**src/rtl/shift_sequencer.sv**
```systemverilog
// Sequences one parallel-load / serial-shift transfer at a time: accepts a word
// over valid/ready, shifts it out MSB- or LSB-first for a programmable count
// while capturing serial input, then presents the result with a done pulse.
module shift_sequencer #(
  parameter  int n = 4,
  localparam int W = $clog2(n + 1)
) (
  input  logic         C,
  input  logic         nR,
  input  logic         IV,
  output logic         IR,
  input  logic [n-1:0] D,
  input  logic         RTL,
  input  logic [W-1:0] N,
  input  logic         A,
  input  logic         SI,
  output logic         SO,
  output logic         SV,
  output logic [n-1:0] Q,
  output logic         OV,
  output logic         BUSY
);

  typedef enum logic [1:0] {
    S_IDLE,
    S_SHIFT,
    S_DONE
  } state_t;

  state_t       state, state_nxt;
  logic [n-1:0] sh;
  logic [n-1:0] sh_nxt;
  logic [W-1:0] cnt;
  logic [W-1:0] cnt_eff;
  logic         dir;
  logic [n-1:0] q_r;

  // Count of zero or beyond the register width both mean a full-width transfer.
  always_comb begin
    cnt_eff = N;
    if (N == '0 || N > W'(n)) cnt_eff = W'(n);
  end

  // One shift step: vacated end of the register is filled from SI.
  always_comb begin
    sh_nxt = sh;
    if (dir) sh_nxt = {sh[n-2:0], SI};
    else     sh_nxt = {SI, sh[n-1:1]};
  end

  // State register.
  always_ff @(posedge C or negedge nR) begin
    if (!nR) state <= S_IDLE;
    else     state <= state_nxt;
  end

  // Datapath: load on accept, shift while in SHIFT, capture Q on the final
  // shift unless that same edge is aborting.
  always_ff @(posedge C or negedge nR) begin
    if (!nR) begin
      sh  <= '0;
      cnt <= '0;
      dir <= 1'b0;
      q_r <= '0;
    end else begin
      case (state)
        S_IDLE: begin
          if (IV) begin
            sh  <= D;
            dir <= RTL;
            cnt <= cnt_eff;
          end
        end
        S_SHIFT: begin
          if (!A) begin
            sh  <= sh_nxt;
            cnt <= cnt - W'(1);
            if (cnt == W'(1)) q_r <= sh_nxt;
          end
        end
        default: ;
      endcase
    end
  end

  // Next-state and output decode.
  always_comb begin
    state_nxt = state;
    IR        = 1'b0;
    BUSY      = 1'b0;
    SV        = 1'b0;
    SO        = 1'b0;
    OV        = 1'b0;
    case (state)
      S_IDLE: begin
        IR = 1'b1;
        if (IV) state_nxt = S_SHIFT;
      end
      S_SHIFT: begin
        BUSY = 1'b1;
        SV   = 1'b1;
        SO   = dir ? sh[n-1] : sh[0];
        if (A)                   state_nxt = S_IDLE;
        else if (cnt == W'(1))   state_nxt = S_DONE;
      end
      S_DONE: begin
        BUSY      = 1'b1;
        OV        = 1'b1;
        state_nxt = S_IDLE;
      end
      default: state_nxt = S_IDLE;
    endcase
  end

  assign Q = q_r;

endmodule

```
**config.mk**
```make
export PLATFORM = sky130hd
export DESIGN_NAME = shift_sequencer
export DESIGN_NICKNAME = d
export VERILOG_FILES = /design/src/rtl/shift_sequencer.sv
export SDC_FILE = /design/constraint.sdc
export NUM_CORES = 1
export LEC_CHECK = 0
export CORE_ASPECT_RATIO = 1.4
export CORE_MARGIN = 5
export CORE_UTILIZATION = 42
export CTS_CLUSTER_SIZE = 24
export DETAILED_ROUTE_END_ITERATION = 16
export PLACE_DENSITY = 0.78
export SLEW_MARGIN = 10
export SYNTH_ARGS = -nofsm -noshare
export SYNTH_HDL_FRONTEND = slang
export SYNTH_SLANG_ARGS = --single-unit
```
**constraint.sdc**
```tcl
create_clock -name C -period 3.4 [get_ports C]
set_input_delay 0.68 -clock C [delete_from_list [all_inputs] [get_ports C]]
set_output_delay 0.68 -clock C [all_outputs]
set_load 0.005 [all_outputs]
```
==> impl_metrics.csv <==
group,metric,value,unit
finish,layout-drive-gt1-share,0.114,
setup_path,reg2reg_setup_slack,1.58,ns
setup_path,worstSetupPathType,"flip-flop to primary output",
detailed_routing,wl_met1,788,um
detailed_routing,drt_iter0_drc,13,
synth,seq_area_frac_synth,0.389,
run_status,outcome,"completed",
detailed_routing,drc,0,
synth,synth_area_per_cell,9.69,um2
floorplanning,chipWidth,49.1,um
detailed_routing,via_per_inst,5.47,
worst_hold_path,hold_class,"flip-flop to flip-flop",
power_and_ir_drop,clockPowerShare,0.122,
sta,rsz0062_at_grt,"false",
sta,hold_viol,0,
power_and_ir_drop,power_frac_comb,0.561,
global_route,grt_use_total,0.126,
cts,clock_latency,0.29,ns
cts,cts.clk_slew.worst_paths,0.08,ns
floorplanning,coreArea,2000,um2
floorplanning,start_util,0.451,
sta,worst_pin_slew,0.642,ns
sta,setup_viol,0,
power_and_ir_drop,swShare,0.387,
cts,cts_setup_buffers,0,
synth,synthAdderAreaFrac,0.0833,
detailed_routing,routed-wl-met2,966,um
global_route,first_global_vias,744,
power_and_ir_drop,p_leak,0.491,nW
cts,htreeDepth,1,
synth,syn_inst,93,
power_and_ir_drop,ir_drop,0.408,mV
global_route,grt_overflow_total,0,
detailed_routing,drt_wl_total,1.92,mm
setup_path,cp.arrival,1.98,ns
setup_path,timing.rr.start,"state[0]$_DFFE_PN0P_",
detailed_routing,vias,739,
synth,ys_ff_latch,14,
flow_run,cap_viol_max_count,0,
synth,synth_cell_types,28,
power_and_ir_drop,power.internal,0.000611,W
cts,holdBufCountCts,0,
finish,areaGrowthSynthToFinish,26.4,%
floorplanning,rows,19,
power_and_ir_drop,seqPwrFrac,0.317,
finish,stdcell_area,1140,um2
sta,finalSetupTns,0,ns
sta,period_needed,2.66,ns
floorplanning,die_y,64.8,um
worst_hold_path,hp-start,"Q[0]$_DFFE_PN0P_",
setup_path,path_max_fanout,15,
place,placed_cell_area,1100,um2
setup_path,cp.required,2.72,ns
floorplanning,die_area,3180,um2
global_route,antenna_found_initial,0,
worst_hold_path,hold_depth,2,
sta,final.setup_skew,0.00664,ns
synth,synth-xor-area-share,0,
synth,synthSimpleGateAreaFrac,0.176,
cts,cts_resized,0,
finish,num-nets-final,134,
finish,final_common_cell,"clkdlybuf4s50_1",
global_route,grt_max_degree,16,
sta,final_max_slew_viol_count,0,
synth,synth_compound_area_frac,0.208,
detailed_routing,wl_met3,137,um
detailed_routing,ant_nets,0,
cts,cts_buffer_depth,2,
setup_path,critPathLaunchType,"flip-flop",
finish,insertedDiodeCount,0,
cts,cts.sinks,14,
place,dpl.hpwl,1.49,mm
place,place_congestion,0.799,
sta,fmaxAchievable,376,MHz
place,io_buffers,21,
cts,cts_tree,"done",
detailed_routing,top_layer_used,"met4",
cts,cts_root_buf,"clkbuf_4",
finish,final_cell_mix,"21 x clkdlybuf4s50_1, 14 x dfrtp_1, 11 x a21oi_1, 9 x nor2_1",
sta,period_share,0.782,
power_and_ir_drop,p_per_area,875,nW/um2
detailed_routing,wl_per_cell,14.2,um
power_and_ir_drop,p_sw,0.000386,W
synth,syn-num-nets,112,
detailed_routing,firstDrtPassIters,4,
synth,synth.yosys.warnings,0,
floorplanning,io-pin-count,22,
synth,syn_area,901,um2
synth,synth_top_family_by_area,"compound AO/OA/AOI/OAI gates",
setup_path,rr_worst_depth,6,
setup_path,worstReg2RegEnd,"sh[1]$_DFFE_PN0P_",
sta,slew_headroom,0.571,
worst_hold_path,hold-path-endpoint,"Q[0]$_DFFE_PN0P_",
synth,muxShareOfSynthArea,0.0792,
cts,cts-buffers-inserted,3,
setup_path,worstSetupEndpointType,"primary output",
global_route,grt_pass1_wl,3.20,mm
[synth_stat cells, drive strengths merged]
master   n  area, um2
nand2b   3       26.3
mux2     1       11.3
nand2    6       30.0
a22o     1       8.76
nor2     9       33.8
o21ai    3       15.0
o22ai    4       25.0
buf      4       35.0
dfrtp   14        350
o22a     3       26.3
or2      2       15.0
o221a    3       33.8
a31oi    1       6.26
o21a     1       8.76
mux2i    6       60.1
ha       6       75.1
a21oi   12       63.8
nand3    1       5.00
nor2b    7       48.8
inv      6       22.5
[worst max-delay path by stage]
stage	slack, ns	cells after the start	from	to
after floorplan	1.66	4	state[1]$_DFFE_PN0P_	SO
after global placement	1.09	4	state[1]$_DFFE_PN0P_	SO
after detailed placement	1.06	4	state[1]$_DFFE_PN0P_	SO
after CTS	0.73	4	state[1]$_DFFE_PN0P_	SO
after global routing	0.64	4	state[1]$_DFFE_PN0P_	SO
final	0.74	4	state[1]$_DFFE_PN0P_	SO
[cells by family after synthesis]
logic type / after synthesis
compound gates: 28
fa+ha+maj: 6
buf+inv: 10
flops: 14
mux: 7
simple gates: 28
[critical path: stages, from the launching register on]
cell and delay [ns]:
dfrtp_1 0.40, inv_1 0.08, ha_1 0.51, nor2b_1 0.19
clkdlybuf4s50_1 0.50
[sequential cells by signal (all words and copies together), names as in the netlist]
register / cells
dir: 1
Q: 4
cnt: 3
sh: 4
state: 2
[layout make-up]
| cell class | count | area, um2 |
|---|---|---|
| Fill cell | 195 | 858 |
| Multi-Input combinational cell | 69 | 493 |
| Sequential cell | 14 | 350 |
| Timing Repair Buffer | 21 | 210 |
| Clock buffer | 4 | 36.3 |
| Tap cell | 21 | 26.3 |
| Inverter | 6 | 22.5 |
[metrics by stage]
step | utilization | total power [W] | setup WS (ns) | std cells | hold slack [ns]
after floorplan | - | 0.000699 | 1.66 | 93 | 0.384
after global placement | 0.552 | 0.000864 | 1.09 | 131 | 0.513
after detailed placement | 0.552 | 0.000882 | 1.06 | 131 | 0.517
after CTS | 0.570 | 0.00101 | 0.730 | 135 | 0.536
after global routing | 0.570 | 0.00108 | 0.638 | 135 | 0.572
final | 0.570 | 0.000997 | 0.740 | 135 | 0.527
[power by group through the flow]
stage / clock (W) / combinational (W) / sequential, W
after floorplan: 0 / 0.000402 / 0.000297
after CTS: 0.000127 / 0.000564 / 0.000316
final: 0.000122 / 0.000559 / 0.000315
after global placement: 0 / 0.000547 / 0.000317
after global routing: 0.000132 / 0.000622 / 0.000328
after detailed placement: 0 / 0.000562 / 0.000320
[routing by layer]
layer	track usage	vias up
li1	-	367
met1	0.147	349
met2	0.218	21
met3	0.0229	2
met4	0.0606	0
met5	0	-
Note: power is estimated with default switching activity, not from simulation.
